<file path="src/rtl/pic_pkg.sv">
// Shared types for the 8-line PIC priority sequencer.
// FSM state encoding, IR width and one-hot helper.
package pic_pkg;

  localparam int NUM_IR = 8;
  localparam int IRW    = 3;

  typedef logic [IRW-1:0] ir_idx_t;

  typedef enum logic [1:0] {
    S_IDLE,
    S_PEND,
    S_ACK1
  } pic_state_t;

  function automatic logic [NUM_IR-1:0] ir_bit(
    input ir_idx_t i_idx
  );
    logic [NUM_IR-1:0] v;
    v        = '0;
    v[i_idx] = 1'b1;
    return v;
  endfunction

endpackage

</file>
<file path="src/rtl/pic_priority_resolver.sv">
// Rotating find-first: highest-priority set bit counted from i_base.
// o_rank is the distance from the base (0 = highest priority).
module pic_priority_resolver
  import pic_pkg::*;
(
  input  logic [NUM_IR-1:0] i_req,
  input  ir_idx_t           i_base,
  output logic              o_valid,
  output ir_idx_t           o_idx,
  output ir_idx_t           o_rank
);

  ir_idx_t w_pos;

  // Scan lowest priority first so the last hit is the winner.
  always_comb begin
    o_valid = 1'b0;
    o_idx   = '0;
    o_rank  = '0;
    w_pos   = '0;
    for (int k = NUM_IR - 1; k >= 0; k--) begin
      w_pos = i_base + IRW'(k);
      if (i_req[w_pos]) begin
        o_valid = 1'b1;
        o_idx   = w_pos;
        o_rank  = IRW'(k);
      end
    end
  end

endmodule

</file>
<file path="src/rtl/pic_priority_sequencer.sv">
// 8259-style request/in-service tracking and two-pulse INTA sequencer.
// Supports edge/level triggering, AEOI, EOI and rotating priority.
module pic_priority_sequencer #(
  parameter int NUM_IR = 8
) (
  input  logic              clk,
  input  logic              rst_n,
  input  logic [NUM_IR-1:0] ir_in,
  input  logic [NUM_IR-1:0] imr,
  input  logic              level_mode,
  input  logic              aeoi,
  input  logic              rotate_en,
  input  logic              eoi_ns,
  input  logic              eoi_sp,
  input  logic [2:0]        eoi_level,
  input  logic              inta_pulse,
  output logic              int_out,
  output logic [2:0]        ir_num,
  output logic              ack_done,
  output logic [NUM_IR-1:0] irr,
  output logic [NUM_IR-1:0] isr
);

  import pic_pkg::*;

  logic [NUM_IR-1:0] r_ir_hist;
  logic [NUM_IR-1:0] r_irr;
  logic [NUM_IR-1:0] r_isr;
  ir_idx_t           r_base;
  ir_idx_t           r_win;
  ir_idx_t           r_ir_num;
  logic              r_spur;
  logic              r_ack_done;
  pic_state_t        r_state;

  logic [NUM_IR-1:0] w_cand;
  logic [NUM_IR-1:0] w_edge;
  logic [NUM_IR-1:0] w_irr_clr;
  logic [NUM_IR-1:0] w_isr_set;
  logic [NUM_IR-1:0] w_aeoi_clr;
  logic [NUM_IR-1:0] w_sp_clr;
  logic [NUM_IR-1:0] w_ns_clr;
  logic [NUM_IR-1:0] w_isr_clr;
  logic              w_c_vld;
  logic              w_s_vld;
  ir_idx_t           w_c_idx;
  ir_idx_t           w_c_rank;
  ir_idx_t           w_s_idx;
  ir_idx_t           w_s_rank;
  logic              w_qual;
  logic              w_first;
  logic              w_second;
  ir_idx_t           w_base_nxt;

  assign w_cand = r_irr & ~imr;
  assign w_edge = ir_in & ~r_ir_hist;

  pic_priority_resolver u_irr_res (
    .i_req   (w_cand),
    .i_base  (r_base),
    .o_valid (w_c_vld),
    .o_idx   (w_c_idx),
    .o_rank  (w_c_rank)
  );

  pic_priority_resolver u_isr_res (
    .i_req   (r_isr),
    .i_base  (r_base),
    .o_valid (w_s_vld),
    .o_idx   (w_s_idx),
    .o_rank  (w_s_rank)
  );

  assign w_qual = w_c_vld &&
                  (!w_s_vld || (w_c_rank < w_s_rank));

  assign w_first  = (r_state == S_PEND) && inta_pulse;
  assign w_second = (r_state == S_ACK1) && inta_pulse;

  always_comb begin
    w_irr_clr  = '0;
    w_isr_set  = '0;
    w_aeoi_clr = '0;
    w_sp_clr   = '0;
    w_ns_clr   = '0;
    if (w_first && w_c_vld) begin
      w_isr_set = ir_bit(w_c_idx);
      if (!level_mode)
        w_irr_clr = ir_bit(w_c_idx);
    end
    if (w_second && aeoi && !r_spur)
      w_aeoi_clr = ir_bit(r_win) & r_isr;
    if (eoi_sp)
      w_sp_clr = ir_bit(eoi_level) & r_isr;
    if (eoi_ns && w_s_vld)
      w_ns_clr = ir_bit(w_s_idx);
    w_isr_clr = w_aeoi_clr | w_sp_clr | w_ns_clr;
  end

  always_comb begin
    w_base_nxt = r_base;
    if (rotate_en) begin
      if (|w_aeoi_clr)
        w_base_nxt = r_win + 3'd1;
      else if (|w_sp_clr)
        w_base_nxt = eoi_level + 3'd1;
      else if (|w_ns_clr)
        w_base_nxt = w_s_idx + 3'd1;
    end
  end

  // A fresh request edge wins over the acknowledge clear.
  always_ff @(posedge clk or negedge rst_n) begin
    if (!rst_n) begin
      r_ir_hist <= '0;
      r_irr     <= '0;
      r_isr     <= '0;
      r_base    <= '0;
    end else begin
      r_ir_hist <= ir_in;
      if (level_mode)
        r_irr <= ir_in;
      else
        r_irr <= (r_irr & ~w_irr_clr) | w_edge;
      r_isr  <= (r_isr & ~w_isr_clr) | w_isr_set;
      r_base <= w_base_nxt;
    end
  end

  always_ff @(posedge clk or negedge rst_n) begin
    if (!rst_n) begin
      r_state    <= S_IDLE;
      r_win      <= '0;
      r_spur     <= 1'b0;
      r_ir_num   <= '0;
      r_ack_done <= 1'b0;
    end else begin
      r_ack_done <= 1'b0;
      unique case (r_state)
        S_IDLE: begin
          if (w_qual)
            r_state <= S_PEND;
        end
        S_PEND: begin
          if (inta_pulse) begin
            r_state <= S_ACK1;
            r_win   <= w_c_vld ? w_c_idx : 3'd7;
            r_spur  <= !w_c_vld;
          end else if (!w_qual) begin
            r_state <= S_IDLE;
          end
        end
        S_ACK1: begin
          if (inta_pulse) begin
            r_state    <= S_IDLE;
            r_ack_done <= 1'b1;
            r_ir_num   <= r_win;
          end
        end
        default: r_state <= S_IDLE;
      endcase
    end
  end

  assign int_out  = (r_state == S_PEND) && w_qual;
  assign ir_num   = r_ir_num;
  assign ack_done = r_ack_done;
  assign irr      = r_irr;
  assign isr      = r_isr;

endmodule

</file>
<file path="config.mk">
export PLATFORM = sky130hd
export DESIGN_NAME = pic_priority_sequencer
export DESIGN_NICKNAME = d
export VERILOG_FILES = /design/src/rtl/pic_pkg.sv /design/src/rtl/pic_priority_resolver.sv /design/src/rtl/pic_priority_sequencer.sv
export SDC_FILE = /design/constraint.sdc
export NUM_CORES = 1
export LEC_CHECK = 0
export CAP_MARGIN = 20
export CORE_MARGIN = 4
export CORE_UTILIZATION = 55
export DETAILED_ROUTE_END_ITERATION = 10
export PLACE_DENSITY = 0.87
export SYNTH_ARGS = -nofsm -noshare
export SYNTH_HDL_FRONTEND = slang
export SYNTH_HIERARCHICAL = 1
export SYNTH_SLANG_ARGS = --single-unit
</file>
<file path="constraint.sdc">
create_clock -name clk -period 4.55 [get_ports clk]
set_input_delay 0.91 -clock clk [delete_from_list [all_inputs] [get_ports clk]]
set_output_delay 0.91 -clock clk [all_outputs]
set_load 0.03 [all_outputs]
</file>
# [After elaboration in Yosys (flattened, before gate mapping)]
# Index checks and enable logic that the tools add are counted.
[totals] ff_bits=37 inputBits=27 output_inout_bits=21 elab_cells=186
[classes] add_sub_neg=10 magnitude_cmp=17 eq_ne=5 mux=106 bitwise_logic=14 reduce_logical=25
[ops] cell="$mux 3" n=36
[ops] cell="$mux 8" n=7
[ops] cell="$and 8x8->8" n=6
[ops] cell="$bmux 1 s3" n=16
[ops] cell="$lt 3x4->1 const B" n=12
[ops] cell="$mux 1" n=38
[ops] cell="$not 8->8" n=4
[ops] cell="$or 8x8->8" n=4
[ops] cell="$reduce_or 8->1" n=3
[ops] cell="$add 3x1->3 const B" n=4
[ops] cell="$add 3x3->3 const B" n=4
[ops] cell="$demux 1 s3" n=4
[ops] cell="$ge 3x1->1 const B" n=4
[ops] cell="$logic_and 1x1->1" n=12
[ops] cell="$mux 2" n=4
[ops] cell="$add 3x2->3 const B" n=2
[ops] cell="$pmux 2 s3" n=1
[ops] cell="$reduce_and 2->1" n=3
[ops] cell="$ne 2x2->1 const B" n=2
[ops] cell="$logic_not 1->1" n=3
[ops] cell="$lt 3x3->1" n=1
[ops] cell="$ne 3x3->1 const B" n=1
[ops] cell="$reduce_and 3->1" n=1
[ops] cell="$reduce_bool 3->1" n=1
[ops] cell="other kinds (4)" n=4

# [Depth between registers and ports, before layout]
# Gate-level depths: netlist (run 1).
[logic_depth] depth_word=22 depth_mapped=16 mapped_depth_nobuf=14

# [By module]
# Netlist (run 1), hierarchy kept.
[modules_own_cells] mod="pic_priority_sequencer" instances=1 cells_each=212 area_each_um2=2030.7 seq_area_each_um2=925.9
[modules_own_cells] mod="pic_priority_resolver" instances=2 cells_each=103 area_each_um2=920.9 seq_area_each_um2=0.0

# [Worst setup path before layout (run 1)]
# No wires, ideal clock.
[synth_path] path_type="register to output" startpoint="register r_base[1]" endpoint="output port int_out" arrival_time_ps=3409 required_ps=3640 slack_ps=231 path_stages_with_launch=17 n_path_buf=3 cell_sequence="dfrtp_1 clkbuf_8 buf_2 inv_1 ha_1 clkbuf_8 mux4_2 a2111oi_4 a31oi_2 a21oi_1 o311a_1 inv_1 ha_1 a21oi_1 nor2b_1 o21ai_0 and4b_1"
[synth_between] elab_chain_len=15 word_cells_on_any_way=76 cone_classes="add/sub: 7; order compare: 1; mux: 64; reduce/logical: 4"
[synth_lines] element="start, declared" line="pic_priority_sequencer.sv:29" text="ir_idx_t r_base;"
[synth_lines] element="start signal, assigned" line="pic_priority_sequencer.sv:126" text="r_base <= w_base_nxt;"
[synth_lines] element="$add 3x3->3" line="pic_priority_resolver.sv:22" text="w_pos = i_base + IRW'(k);"
[synth_lines] element="$bmux 1 s3" line="pic_priority_resolver.sv:23" text="if (i_req[w_pos]) begin"
[synth_lines] element="$mux 1 (implied by the code)" line="pic_priority_resolver.sv:23"
[synth_lines] element="$mux 3 (7 in a row)" line="pic_priority_resolver.sv:23"
[synth_lines] element="$mux 3 *" line="pic_priority_resolver.sv:23"
[synth_lines] element="named net w_s_rank[1]" line="pic_priority_sequencer.sv:49" text="ir_idx_t w_s_rank;"
[synth_lines] element="$lt 3x3->1 *" line="pic_priority_sequencer.sv:75" text="(!w_s_vld || (w_c_rank < w_s_rank));"
[synth_lines] element="$logic_or 1x1->1 *" line="pic_priority_sequencer.sv:75"
[synth_lines] element="$logic_and 1x1->1 *" line="pic_priority_sequencer.sv:74" text="assign w_qual = w_c_vld &&"
[synth_lines] element="$logic_and 1x1->1 *" line="pic_priority_sequencer.sv:165" text="assign int_out = (r_state == S_PEND) && w_qual;"
[synth_lines] element="end, declared" line="pic_priority_sequencer.sv:17" text="output logic int_out,"
# The timed path passes the listed nets; every way through them passes the cells marked *. The select of a mux whose other input is x is not followed.

# [Worst setup path in the final report (run 1)]
[layout_path] startpoint="input port imr[6]" endpoint="output port int_out"
[layout_between] elab_chain_len=16 word_cells_on_any_way=38 cone_classes="order compare: 1; mux: 32; bitwise: 2; reduce/logical: 3"
[layout_lines] element="start, declared" line="pic_priority_sequencer.sv:9" text="input logic [NUM_IR-1:0] imr,"
[layout_lines] element="$not 8->8 *" line="pic_priority_sequencer.sv:55" text="assign w_cand = r_irr & ~imr;"
[layout_lines] element="$and 8x8->8 *" line="pic_priority_sequencer.sv:55"
[layout_lines] element="named net w_cand[6]" line="pic_priority_sequencer.sv:36" text="logic [NUM_IR-1:0] w_cand;"
[layout_lines] element="$bmux 1 s3" line="pic_priority_resolver.sv:23"
[layout_lines] element="$mux 1 (implied by the code)" line="pic_priority_resolver.sv:23"
[layout_lines] element="$mux 3 (7 in a row)" line="pic_priority_resolver.sv:23"
[layout_lines] element="$mux 3 *" line="pic_priority_resolver.sv:23"
[layout_lines] element="named net w_c_rank[1]" line="pic_priority_sequencer.sv:47" text="ir_idx_t w_c_rank;"
[layout_lines] element="$lt 3x3->1 *" line="pic_priority_sequencer.sv:75"
[layout_lines] element="$logic_or 1x1->1 *" line="pic_priority_sequencer.sv:75"
[layout_lines] element="$logic_and 1x1->1 *" line="pic_priority_sequencer.sv:74"
[layout_lines] element="$logic_and 1x1->1 *" line="pic_priority_sequencer.sv:165"
# Marked as above.

==> metrics, run 1 <==
outcome finished with violations; failing checks negative setup slack; Hold Vio Cnt, Final 0; Die Height 91.9 µm; number of synthesized flops with an enable pin 0; Num CTS Buffers 5; CP max FO 3; Yosys reg bits 37; Worst R2R End r_base[2]; Synth area leaders dfrtp_1, mux4_2, mux2i_1; ordered cell list for the critical path dlygate4sd2_1 -> nor2b_2 -> buf_4 -> mux4_2 -> mux2_4 -> o311a_1 -> ha_1 -> a21oi_2 -> nor2b_1 -> o21ai_1 -> buf_4 -> and4b_1 -> buf_6; Hold Buf Count CTS 0; Synth Warn # 6; required time of the critical path 3.64 ns; HP Start ir_num[1]; vias per cell 6.51; H-Tree Level Count 2; Vias 3914; buffers from clock root to sink, at most 2; sequential element share of the synthesized area 23.9%; crit end category output pin; Synth Cell Area 3870 µm²; Setup-failing EPs final 1; largest net degree at the start of global routing 38; Final min period 4.56 ns; Layout Cell Area excl Fill 4900 µm²; flop2flop setup slack 0.70 ns; f_max 0.219 GHz; Initial Util 56.7%; Synth top area share 23.9%; worst r2r src r_base[1]; port bufs 47; clk slew on worst S/H paths 0.07 ns; NumNets Final 538; antenna cell count 0; All-Layer GR Usage 26.1%; clk sinks 37; Core Util, Final 71.7%; Syn Inst Count 418; Syn Nets 452; Post-DP HPWL 7.91 mm; aggregate global routing overflow 0; Max Slew Vio Count 0; Least-Margin Pin Slew 0.924 ns; FF-to-FF path depth 11; Worst-Skew Late Latency 0.30 ns; global-route wire length before repair 18.0 mm; Root Buffer clkbuf_8; critical path depth 13; total negative slack -0.00858 ns; Rows 30; # DRC 0; Die W 91.9 µm; Netlist cell types 60; worst clock skew 0.0108 ns; gpl congestion 0.934; Post-DRT Antenna Nets 0; Core ar. 6830 µm²; Top cell by count, worst path buf_4; # Max-Cap Violations 0; syn avg cell area 9.26 µm²; crit path launch type primary input; number of global-route vias before repair 3806; fraction of registers with async set or reset after synthesis 100%; Critical path buffers and inverters 4; Multi-input gate area 2760 µm²; Worst path max stage delay 0.50 ns; layout cells sized above 1 27.1%; Hold Slack 0.516 ns; number of fill cells 439; Die ar. 8450 µm²; DR iter-0 viols 413; CP delay by family, top multiplexers; crit path DAT 3.65 ns; hold depth 1; ys flop type dfrtp_1; Layout area overhead 26.5%; worst setup path class in2out; most frequent cells after synthesis dfrtp_1, nor2_1, nand2_1, o21ai_0, inv_1; fin crit share 100%; Avg WL per Cell 19.5 µm; io pins 48; placed cell areas 4570 µm²; Yosys top cell by area dfrtp_1; drt pass-1 iters 5; top-count cell post-synth dfrtp_1; worst setup slack after layout -0.00858 ns; initial antenna violation count 0; Hold Path End ir_num[1]; CTS tree done; Detailed Route WL 11.7 mm; Storage cell area 927 µm²; slowest stage cell, crit path mux4_2; worst slew margin relative to its limit 37.9%; Hold Crit Class reg2reg
==> cell usage in the layout, fill, tap and decap left out, types with 18 or more instances in the layout <==
| master | netlist | final |
|---|---|---|
| inv_1 | 32 | 30 |
| nand2_1 | 34 | 34 |
| o21ai_0 | 34 | 33 |
| buf_4 | 0 | 48 |
| a21oi_1 | 28 | 26 |
| mux2i_1 | 26 | 24 |
| clkdlybuf4s50_1 | 0 | 37 |
| nor2_1 | 36 | 34 |
| mux4_2 | 16 | 18 |
| dfrtp_1 | 37 | 36 |
==> sequential cells by signal (all words and copies together), names as in the netlist <==
signal	count
isr	8
r_win	3
r_ir_hist	8
ir_num	3
ack_done	1
r_spur	1
r_base	3
irr	8
r_state	2
==> timing repair <==
item                                    in CTS  in global routing
pin swaps                                    5                  7
setup buffers                                9                  2
resized for setup                           25                 27
endpoints found under the setup margin       1                  1
==> worst reg2reg max path, delay by kind of cell, from the launching register on <==
family          cells  cell delay, ns
buf+inv             1            0.22
flops               1            0.42
compound gates      5            1.66
mux                 2            0.96
xor+xnor            1            0.16
simple gates        2            0.31
==> final cells by class <==
class | count | share of cell area (%)
Multi-Input combinational cell | 330 | 56.2
Sequential cell | 37 | 18.9
Timing Repair Buffer | 98 | 17.5
Inverter | 32 | 2.45
Tap cell | 96 | 2.45
Clock buffer | 6 | 1.69
Clock inverter | 2 | 0.766
==> routing by layer <==
layer,track usage [%],wire [µm]
met1,31.3,4360
met2,46.3,6010
met3,3.61,928
met4,11.4,437
met5,0,0
==> how the worst max path moves through the flow <==
stage              start       to  slack (ns)
2_1_floorplan  r_base[1]  int_out        0.23
3_3_place_gp      imr[5]  int_out       -0.24
6_report          imr[6]  int_out      -0.009
5_1_grt           imr[2]  int_out       -0.11
4_1_cts        r_base[0]  int_out       0.002
3_5_place_dp      imr[5]  int_out       -0.36
==> logic make-up (layout without fill, tap and decap cells) <==
| kind of cell | Yosys count | after routing | share of synthesized area [%] |
|---|---|---|---|
| xor gates and xnor gates | 7 | 7 | 1.58 |
| buffers and inverters | 51 | 138 | 7.95 |
| adders and majority gates | 7 | 7 | 2.26 |
| and+or+nand+nor | 137 | 137 | 18.1 |
| AOI/OAI and AO/OA | 117 | 117 | 21.0 |
| muxes | 62 | 62 | 25.3 |
| DFF | 37 | 37 | 23.9 |
==> per-stage QoR <==
stage | std cells | setup slack (ns)
after floorplan | 418 | 0.231
after CTS | 599 | 0.00244
after global routing | 601 | -0.113
final | 601 | -0.00858
after global placement | 582 | -0.240
after detailed placement | 582 | -0.357
Power of run 1 is not shown: default switching activity piles up to over one toggle a cycle in this logic, so the estimate is an artifact.
==> inputs of run 2 (changes only) <==
--- a/config.mk
+++ b/config.mk
@@ -8,8 +8,10 @@
 export CAP_MARGIN = 20
 export CORE_MARGIN = 4
 export CORE_UTILIZATION = 55
+export CTS_CLUSTER_DIAMETER = 60
 export DETAILED_ROUTE_END_ITERATION = 10
 export PLACE_DENSITY = 0.87
+export SLEW_MARGIN = 20
 export SYNTH_ARGS = -nofsm -noshare
 export SYNTH_HDL_FRONTEND = slang
 export SYNTH_HIERARCHICAL = 1
==> results of run 2 <==
The final DEF is identical to that of run 1; final timing and power are the same.
Power of run 2 is left out for the same reason.
